===== src/rtl/seat_mem_pkg.sv =====
// seat_mem_pkg: shared types and default widths for the seat-assignment table.
//   seat_op_e    : request opcode (READ/ASSIGN/RELEASE/FIND)
//   seat_state_e : control FSM state (idle / sequential find scan)
package seat_mem_pkg;

  localparam int unsigned SEAT_W_DEF = 8;
  localparam int unsigned STU_W_DEF  = 25;

  typedef enum logic [1:0] {
    OpRead    = 2'b00,
    OpAssign  = 2'b01,
    OpRelease = 2'b10,
    OpFind    = 2'b11
  } seat_op_e;

  typedef enum logic {
    StIdle = 1'b0,
    StScan = 1'b1
  } seat_state_e;

endpackage


===== src/rtl/seat_mem_if.sv =====
// seat_mem_if: request/response port of the seat table plus occupancy status.
//   master : seating controller (drives req_valid/op/seat/student)
//   slave  : seat_mem (drives req_ready, rsp_*, occ_count, full, empty)
interface seat_mem_if
  import seat_mem_pkg::*;
#(
  parameter int unsigned DEPTH  = 32,
  parameter int unsigned SEAT_W = SEAT_W_DEF,
  parameter int unsigned STU_W  = STU_W_DEF
);
  localparam int unsigned CNT_W = $clog2(DEPTH + 1);

  logic              req_valid;
  logic              req_ready;
  seat_op_e          req_op;
  logic [SEAT_W-1:0] req_seat;
  logic [STU_W-1:0]  req_student;
  logic              rsp_valid;
  logic              rsp_ok;
  logic [SEAT_W-1:0] rsp_seat;
  logic [STU_W-1:0]  rsp_student;
  logic [CNT_W-1:0]  occ_count;
  logic              full;
  logic              empty;

  modport master (
    output req_valid, req_op, req_seat, req_student,
    input  req_ready, rsp_valid, rsp_ok, rsp_seat, rsp_student, occ_count, full, empty
  );

  modport slave (
    input  req_valid, req_op, req_seat, req_student,
    output req_ready, rsp_valid, rsp_ok, rsp_seat, rsp_student, occ_count, full, empty
  );
endinterface


===== src/rtl/seat_mem_ram.sv =====
// seat_mem_ram: DEPTH x STU_W student-number array, one synchronous write port and
// one combinational read port. Not reset; the caller keeps addresses in range.
//   clk_i   : clock          we_i/waddr_i/wdata_i : write port
//   raddr_i : read address   rdata_o              : read data
module seat_mem_ram #(
  parameter int unsigned DEPTH = 32,
  parameter int unsigned STU_W = 25,
  parameter int unsigned IDX_W = $clog2(DEPTH)
) (
  input  logic             clk_i,
  input  logic             we_i,
  input  logic [IDX_W-1:0] waddr_i,
  input  logic [STU_W-1:0] wdata_i,
  input  logic [IDX_W-1:0] raddr_i,
  output logic [STU_W-1:0] rdata_o
);
  logic [STU_W-1:0] mem [DEPTH];

  always_ff @(posedge clk_i) begin
    if (we_i) begin
      mem[waddr_i] <= wdata_i;
    end
  end

  assign rdata_o = mem[raddr_i];
endmodule


===== src/rtl/seat_mem.sv =====
// seat_mem: seat-assignment table with per-seat occupancy, read-back, release,
// conflict rejection and a sequential find-by-student scan (one entry per cycle).
//   clk_seat_mem   : clock, rising edge
//   reset_seat_mem : synchronous active-high reset
//   bus            : seat_mem_if.slave request/response port and status
// Build option: define SEAT_MEM_OVERWRITE_EN to let ASSIGN replace a seat held by
// a different student instead of rejecting it.
module seat_mem
  import seat_mem_pkg::*;
#(
  parameter int unsigned DEPTH  = 32,
  parameter int unsigned SEAT_W = SEAT_W_DEF,
  parameter int unsigned STU_W  = STU_W_DEF
) (
  input logic        clk_seat_mem,
  input logic        reset_seat_mem,
  seat_mem_if.slave  bus
);
  localparam int unsigned IDX_W = $clog2(DEPTH);
  localparam int unsigned CNT_W = $clog2(DEPTH + 1);
  localparam logic [SEAT_W:0]   DepthW  = (SEAT_W + 1)'(DEPTH);
  localparam logic [SEAT_W-1:0] LastIdx = SEAT_W'(DEPTH - 1);
  localparam logic [CNT_W-1:0]  CntMax  = CNT_W'(DEPTH);

  seat_state_e       state_q, state_d;
  logic [SEAT_W-1:0] scan_q, scan_d;
  logic [STU_W-1:0]  key_q, key_d;
  logic [DEPTH-1:0]  occ_q, occ_d;
  logic [CNT_W-1:0]  cnt_q, cnt_d;
  logic              rsp_valid_q, rsp_valid_d;
  logic              rsp_ok_q, rsp_ok_d;
  logic [SEAT_W-1:0] rsp_seat_q, rsp_seat_d;
  logic [STU_W-1:0]  rsp_student_q, rsp_student_d;

  logic              ram_we;
  logic [IDX_W-1:0]  ram_raddr;
  logic [STU_W-1:0]  ram_rdata;

  logic [IDX_W-1:0]  seat_idx, scan_idx;
  logic              accept, in_range, occ_cur;

  assign seat_idx = bus.req_seat[IDX_W-1:0];
  assign scan_idx = scan_q[IDX_W-1:0];
  assign accept   = bus.req_valid && (state_q == StIdle);
  assign in_range = {1'b0, bus.req_seat} < DepthW;
  assign occ_cur  = in_range && occ_q[seat_idx];
  // The single read port serves the scan in SCAN and the addressed seat in IDLE.
  assign ram_raddr = (state_q == StScan) ? scan_idx : seat_idx;

  seat_mem_ram #(
    .DEPTH (DEPTH),
    .STU_W (STU_W),
    .IDX_W (IDX_W)
  ) u_ram (
    .clk_i   (clk_seat_mem),
    .we_i    (ram_we),
    .waddr_i (seat_idx),
    .wdata_i (bus.req_student),
    .raddr_i (ram_raddr),
    .rdata_o (ram_rdata)
  );

  always_comb begin
    state_d       = state_q;
    scan_d        = scan_q;
    key_d         = key_q;
    occ_d         = occ_q;
    cnt_d         = cnt_q;
    rsp_valid_d   = 1'b0;
    rsp_ok_d      = rsp_ok_q;
    rsp_seat_d    = rsp_seat_q;
    rsp_student_d = rsp_student_q;
    ram_we        = 1'b0;

    unique case (state_q)
      StIdle: begin
        if (accept && bus.req_op == OpFind) begin
          state_d = StScan;
          scan_d  = '0;
          key_d   = bus.req_student;
        end else if (accept) begin
          rsp_valid_d   = 1'b1;
          rsp_seat_d    = bus.req_seat;
          rsp_ok_d      = 1'b0;
          rsp_student_d = '0;
          if (in_range) begin
            case (bus.req_op)
              OpRead: begin
                rsp_ok_d      = occ_cur;
                rsp_student_d = occ_cur ? ram_rdata : '0;
              end
              OpAssign: begin
                if (!occ_cur) begin
                  ram_we          = 1'b1;
                  occ_d[seat_idx] = 1'b1;
                  if (cnt_q != CntMax) cnt_d = cnt_q + CNT_W'(1);
                  rsp_ok_d        = 1'b1;
                  rsp_student_d   = bus.req_student;
                end else if (ram_rdata == bus.req_student) begin
                  rsp_ok_d      = 1'b1;
                  rsp_student_d = ram_rdata;
                end else begin
`ifdef SEAT_MEM_OVERWRITE_EN
                  ram_we        = 1'b1;
                  rsp_ok_d      = 1'b1;
                  rsp_student_d = bus.req_student;
`else
                  rsp_ok_d      = 1'b0;
                  rsp_student_d = ram_rdata;
`endif
                end
              end
              OpRelease: begin
                if (occ_cur) begin
                  occ_d[seat_idx] = 1'b0;
                  if (cnt_q != '0) cnt_d = cnt_q - CNT_W'(1);
                  rsp_ok_d        = 1'b1;
                  rsp_student_d   = ram_rdata;
                end
              end
              default: ;
            endcase
          end
        end
      end
      StScan: begin
        if (occ_q[scan_idx] && ram_rdata == key_q) begin
          state_d       = StIdle;
          rsp_valid_d   = 1'b1;
          rsp_ok_d      = 1'b1;
          rsp_seat_d    = scan_q;
          rsp_student_d = key_q;
        end else if (scan_q == LastIdx) begin
          state_d       = StIdle;
          rsp_valid_d   = 1'b1;
          rsp_ok_d      = 1'b0;
          rsp_seat_d    = '0;
          rsp_student_d = '0;
        end else begin
          scan_d = scan_q + SEAT_W'(1);
        end
      end
      default: state_d = StIdle;
    endcase
  end

  always_ff @(posedge clk_seat_mem) begin
    if (reset_seat_mem) begin
      state_q       <= StIdle;
      scan_q        <= '0;
      key_q         <= '0;
      occ_q         <= '0;
      cnt_q         <= '0;
      rsp_valid_q   <= 1'b0;
      rsp_ok_q      <= 1'b0;
      rsp_seat_q    <= '0;
      rsp_student_q <= '0;
    end else begin
      state_q       <= state_d;
      scan_q        <= scan_d;
      key_q         <= key_d;
      occ_q         <= occ_d;
      cnt_q         <= cnt_d;
      rsp_valid_q   <= rsp_valid_d;
      rsp_ok_q      <= rsp_ok_d;
      rsp_seat_q    <= rsp_seat_d;
      rsp_student_q <= rsp_student_d;
    end
  end

  assign bus.req_ready   = (state_q == StIdle);
  assign bus.rsp_valid   = rsp_valid_q;
  assign bus.rsp_ok      = rsp_ok_q;
  assign bus.rsp_seat    = rsp_seat_q;
  assign bus.rsp_student = rsp_student_q;
  assign bus.occ_count   = cnt_q;
  assign bus.full        = (cnt_q == CntMax);
  assign bus.empty       = (cnt_q == '0);
endmodule


===== src/flat_wrapper.sv =====
// flat-port wrapper written by rule: the top's interface ports become plain ports
module seat_mem_flat import seat_mem_pkg::*;
#(
  parameter int unsigned DEPTH  = 32,
  parameter int unsigned SEAT_W = SEAT_W_DEF,
  parameter int unsigned STU_W  = STU_W_DEF
)
  (clk_seat_mem, reset_seat_mem, bus_req_valid, bus_req_op, bus_req_seat, bus_req_student, bus_req_ready, bus_rsp_valid, bus_rsp_ok, bus_rsp_seat, bus_rsp_student, bus_occ_count, bus_full, bus_empty);
  seat_mem_if #(.DEPTH(DEPTH), .SEAT_W(SEAT_W), .STU_W(STU_W)) bus_i ();
  input logic clk_seat_mem;
  input logic reset_seat_mem;
  input wire logic [$bits(bus_i.req_valid)-1:0] bus_req_valid;
  input wire logic [$bits(bus_i.req_op)-1:0] bus_req_op;
  input wire logic [$bits(bus_i.req_seat)-1:0] bus_req_seat;
  input wire logic [$bits(bus_i.req_student)-1:0] bus_req_student;
  output wire logic [$bits(bus_i.req_ready)-1:0] bus_req_ready;
  output wire logic [$bits(bus_i.rsp_valid)-1:0] bus_rsp_valid;
  output wire logic [$bits(bus_i.rsp_ok)-1:0] bus_rsp_ok;
  output wire logic [$bits(bus_i.rsp_seat)-1:0] bus_rsp_seat;
  output wire logic [$bits(bus_i.rsp_student)-1:0] bus_rsp_student;
  output wire logic [$bits(bus_i.occ_count)-1:0] bus_occ_count;
  output wire logic [$bits(bus_i.full)-1:0] bus_full;
  output wire logic [$bits(bus_i.empty)-1:0] bus_empty;
  assign bus_i.req_valid = bus_req_valid;
  assign bus_i.req_op = bus_req_op;
  assign bus_i.req_seat = bus_req_seat;
  assign bus_i.req_student = bus_req_student;
  assign bus_req_ready = bus_i.req_ready;
  assign bus_rsp_valid = bus_i.rsp_valid;
  assign bus_rsp_ok = bus_i.rsp_ok;
  assign bus_rsp_seat = bus_i.rsp_seat;
  assign bus_rsp_student = bus_i.rsp_student;
  assign bus_occ_count = bus_i.occ_count;
  assign bus_full = bus_i.full;
  assign bus_empty = bus_i.empty;
  seat_mem #(.DEPTH(DEPTH), .SEAT_W(SEAT_W), .STU_W(STU_W)) u_core (.clk_seat_mem(clk_seat_mem), .reset_seat_mem(reset_seat_mem), .bus(bus_i));
endmodule

===== config.mk =====
export PLATFORM = sky130hd
export DESIGN_NAME = seat_mem_flat
export DESIGN_NICKNAME = d
export VERILOG_FILES = /design/src/rtl/seat_mem_pkg.sv /design/src/rtl/seat_mem_if.sv /design/src/rtl/seat_mem_ram.sv /design/src/rtl/seat_mem.sv /design/src/flat_wrapper.sv
export SDC_FILE = /design/constraint.sdc
export NUM_CORES = 1
export LEC_CHECK = 0
export ABC_AREA = 1
export CAP_MARGIN = 30
export CELL_PAD_IN_SITES_DETAIL_PLACEMENT = 0
export CELL_PAD_IN_SITES_GLOBAL_PLACEMENT = 1
export CORE_MARGIN = 2
export CORE_UTILIZATION = 40
export DETAILED_ROUTE_END_ITERATION = 16
export HOLD_SLACK_MARGIN = 0.06
export PLACE_DENSITY = 0.7
export SETUP_SLACK_MARGIN = 0.15
export SYNTH_ARGS = -nofsm -noshare
export SYNTH_HDL_FRONTEND = slang
export SYNTH_SLANG_ARGS = --single-unit
export TNS_END_PERCENT = 30

===== constraint.sdc =====
create_clock -name clk_seat_mem -period 11.9 [get_ports clk_seat_mem]
set_input_delay 1.785 -clock clk_seat_mem [delete_from_list [all_inputs] [get_ports clk_seat_mem]]
set_output_delay 1.785 -clock clk_seat_mem [all_outputs]
set_load 0.05 [all_outputs]

==> summary.txt <==
CTS
  • Post-CTS Repair Setup Buffers: 0
  • CTS tree: yes
  • Clock slew at the register clock pins of the worst setup and hold paths: approximately 0.060 ns
  • Number of sinks handled by clock tree synthesis: roughly 900
  • CTS max path bufs: 3
  • Clock latency at the later pin of the worst-skew pair: around 0.68 ns
  • Number of gates resized after CTS: 0
  • Number of H-tree levels: 3
  • Number of buffers added by the clock tree synthesis step: 96
  • Root buf cell: clkbuf_16
  • Cts hold-fix bufs: 0

Critical path
  • R2R depth: 23
  • Critical Path AT: just under 8 ns
  • Worst setup path category: input port to flop
  • Type of element launching the critical path: input port
  • FF-to-FF setup slack: about 5.7 ns
  • Highest fanout seen on the critical path: 190
  • Critical register-to-register path startpoint: u_core.scan_q[0]
  • Required time of the critical path: 12.46 ns
  • Worst r2r dst: u_core.bus.rsp_student[14]
  • Worst setup EP type: flop

Floorplanning
  • Number of I/O pins: 82
  • Core box area: between 90000 and 100000 µm²
  • Std-Cell Rows: roughly 120
  • Vertical die dimension: 319 µm
  • Die W: ~320 µm
  • Initial standard-cell utilization of the core: 0.404
  • Die ar.: about 100000 µm²

Placement
  • Placement Setup Slack: ~4 ns
  • Detailed-placement wirelength estimate: roughly 67000 µm
  • Final weighted congestion in routability-driven placement: ~0.9
  • Number of buffers inserted by port buffering: 81

Routing
  • Number of search-and-repair iterations in the first detailed-routing pass: 6
  • Via count: between 20000 and 30000
  • Routed len/inst: roughly 24 µm
  • Iteration-0 DRC Markers: 3379
  • ANT nets after route: 0
  • Total length of routed wires: roughly 130000 µm
  • DRC violation count after routing: 0
  • Detailed-route vias per instance: 5.61

Synthesis
  • Number of nets produced by synthesis: just under 4000
  • Cells after synthesis: 3855
  • Sequential-to-total area share from yosys stat: 0.660
  • Main area contributors after synthesis: edfxtp_1 61%, nand3_1 15%, nand2_1 8.2%
  • Avg Synthesized Cell Area: just over 10 µm²
  • Synthesized flop and latch total: between 900 and 1000
  • Area of the mapped netlist: roughly 40000 µm²
  • Count of different cell masters after synthesis: 35
  • Proportion of netlist area held by the largest area contributor: 0.606
  • Cell type contributing the most total cell area after synthesis: edfxtp_1
  • Number of warning messages in the yosys log: 0

Layout
  • Filler cell count: roughly 9200
  • Area overhead of the layout relative to synthesis: 13.2%
  • Fraction of layout instances using a drive strength above 1: 0.0707
  • Ant. Diodes: 0
  • # nets final: ~3900
  • Leading cell type in the layout, fill and taps excluded: nand3_1
  • Most used cells in the layout excluding fill and tap cells: 1167 x nand3_1, 867 x nand2_1, 800 x edfxtp_1, 166 x inv_1, 149 x nor2_1

Timing
  • Setup TNS Final: 0 ns
  • Fin. max-slew vios: 0
  • Tightest slew margin relative to the limit: 0.337
  • Unrepaired setup endpoints after global routing: no
  • Worst path setup slack after routing: roughly 4.6 ns
  • Least-Margin Pin Slew: between 0.9 and 1 ns
  • Final number of hold-violating endpoints: 0
  • Worst Skew: around 0.017 ns
  • Crit path time final: around 7.3 ns
  • Final count of negative-setup-slack endpoints: 0
  • Max Freq: 136 MHz
  • Post-route fraction of the period consumed by the critical path: 0.616

Job
  • Max_cap viols: 0

Hold path
  • Hold Crit Class: flop to flop
  • Number of cells on the worst hold path: 2

Global route
  • Residual overflow from global routing: 0
  • Maximum number of pins on one net before global-route repair: ~190
  • Initial antenna violation count: 1
  • Global-route wire length before repair: 187000 µm
  • Total routing usage reported by global routing: 0.245
  • Number of global-route vias before repair: approximately 28000

Power
  • PD cells: approximately 160 nW/µm²
  • Leak: 16.1 nW
  • Maximum vdd drop: between 100 and 150 µV

Status
  • Run status: completed
## sequential cells by signal, summed over array words and instances, names as in the netlist, named ones only
name and flops:
u_core.bus.rsp_seat 8, u_core.key_q 25, u_core.u_ram.mem 800, u_core.bus.rsp_student 25, u_core.bus.occ_count 6, u_core.scan_q 8, u_core.bus.rsp_valid 1, u_core.bus.rsp_ok 1
u_core.state_q 1
## routing by layer
metal	global-route usage	wire, µm	vias to the layer above
met5	0	0	-
met4	0.0551	2510	0
met3	0.0406	9430	156
met2	0.392	59200	1158
met1	0.351	55200	14400
li1	-	-	13600
## area by class of cell
class	instances	area (µm²)	share of cell area
clock inverter	43	393	0.00875
multi-input combinational	2511	11700	0.262
timing repair buffer	178	1670	0.0373
tap	1287	1610	0.0359
sequential	907	26200	0.583
clock buffer	133	2640	0.0587
inverter	175	661	0.0147
## Yosys cell counts
| cell type | count |
|---|---|
| nand3_1 | 1167 |
| nand2_1 | 869 |
| edfxtp_1 | 800 |
| buf_2 | 177 |
| inv_1 | 168 |
| nor2_1 | 153 |
| o21ai_0 | 114 |
| dfxtp_1 | 107 |
| a21oi_1 | 88 |
| clkbuf_1 | 47 |
| nor3_1 | 37 |
| buf_4 | 30 |
| nand4_1 | 27 |
| o22ai_1 | 17 |
| inv_2 | 6 |
| ha_1 | 5 |
| nor2_2 | 5 |
| xor2_1 | 5 |
| buf_1 | 4 |
| buf_6 | 4 |
| nand3b_1 | 3 |
| o21bai_1 | 3 |
| xnor2_1 | 3 |
| a21oi_2 | 2 |
| and2_1 | 2 |
| nand2_2 | 2 |
| nor3b_1 | 2 |
| a211oi_1 | 1 |
| a21oi_4 | 1 |
| a22oi_1 | 1 |
| clkinv_1 | 1 |
| fa_1 | 1 |
| nand2_4 | 1 |
| nor4_1 | 1 |
| o21ai_1 | 1 |
## report_power, final
part	leakage (nW)	switching (W)	internal, W	total [W]
Clock	1.47	0.00125	0.00168	0.00293
Combinational	6.56	0.000524	0.000191	0.000715
Sequential	8.06	0.0000148	0.00347	0.00349
Total	16.1	0.00179	0.00534	0.00713
## worst max-delay path, stage by stage
cell and delay [ns]:
clkdlybuf4s50_1 0.66, nand2_8 0.31, nand2_8 0.50, buf_12 0.69
buf_4 0.75, nand2_1 0.13, nand3_1 0.14, nand3_1 0.10
nand3_1 0.14, nand3_1 0.17, nand3_1 0.20, nand2_1 0.07
inv_1 0.05, nand2_1 0.04, nor2_1 0.13, nand2_1 0.08
nor2_1 0.09, nand2_1 0.11, nand2_1 0.37, nand2_2 0.47
buf_12 0.34, nor2_1 0.14, nor2_1 0.06
## per-stage QoR
step / area [µm²] / total power, W / util / cells / hold slack [ns]
floorplan: 39700 / 0.00400 / - / 3855 / 0.441
global placement: 41700 / 0.00426 / 0.425 / 5053 / 0.454
detailed placement: 41800 / 0.00427 / 0.425 / 5056 / 0.457
CTS: 44800 / 0.00717 / 0.456 / 5232 / 0.466
global route: 44900 / 0.00737 / 0.457 / 5234 / 0.494
finish: 44900 / 0.00713 / 0.457 / 5234 / 0.466
## cell families after synthesis
family	share of synthesized area
adder cells (fa/ha/maj)	0.00208
AO/OA/AOI/OAI	0.0301
flip-flops	0.660
AND/OR/NAND/NOR	0.256
XOR/XNOR	0.00177
buffers and inverters	0.0505
## worst max-delay path by stage
stage / cells past startpoint / end / start / slack [ns]
3_5_place_dp: 23 / u_core.bus.rsp_student[14] / bus_req_seat[0] / 3.99
5_1_grt: 24 / u_core.bus.rsp_seat[1] / bus_req_seat[0] / 4.19
4_1_cts: 23 / u_core.bus.rsp_student[14] / bus_req_seat[0] / 4.69
2_1_floorplan: 13 / u_core.u_ram.mem[16][0] / bus_req_seat[1] / 6.52
6_report: 23 / u_core.bus.rsp_student[14] / bus_req_seat[0] / 4.57
3_3_place_gp: 22 / u_core.bus.rsp_student[9] / bus_req_seat[0] / 3.92
No activity file was read; power rests on OpenSTA's default activity.
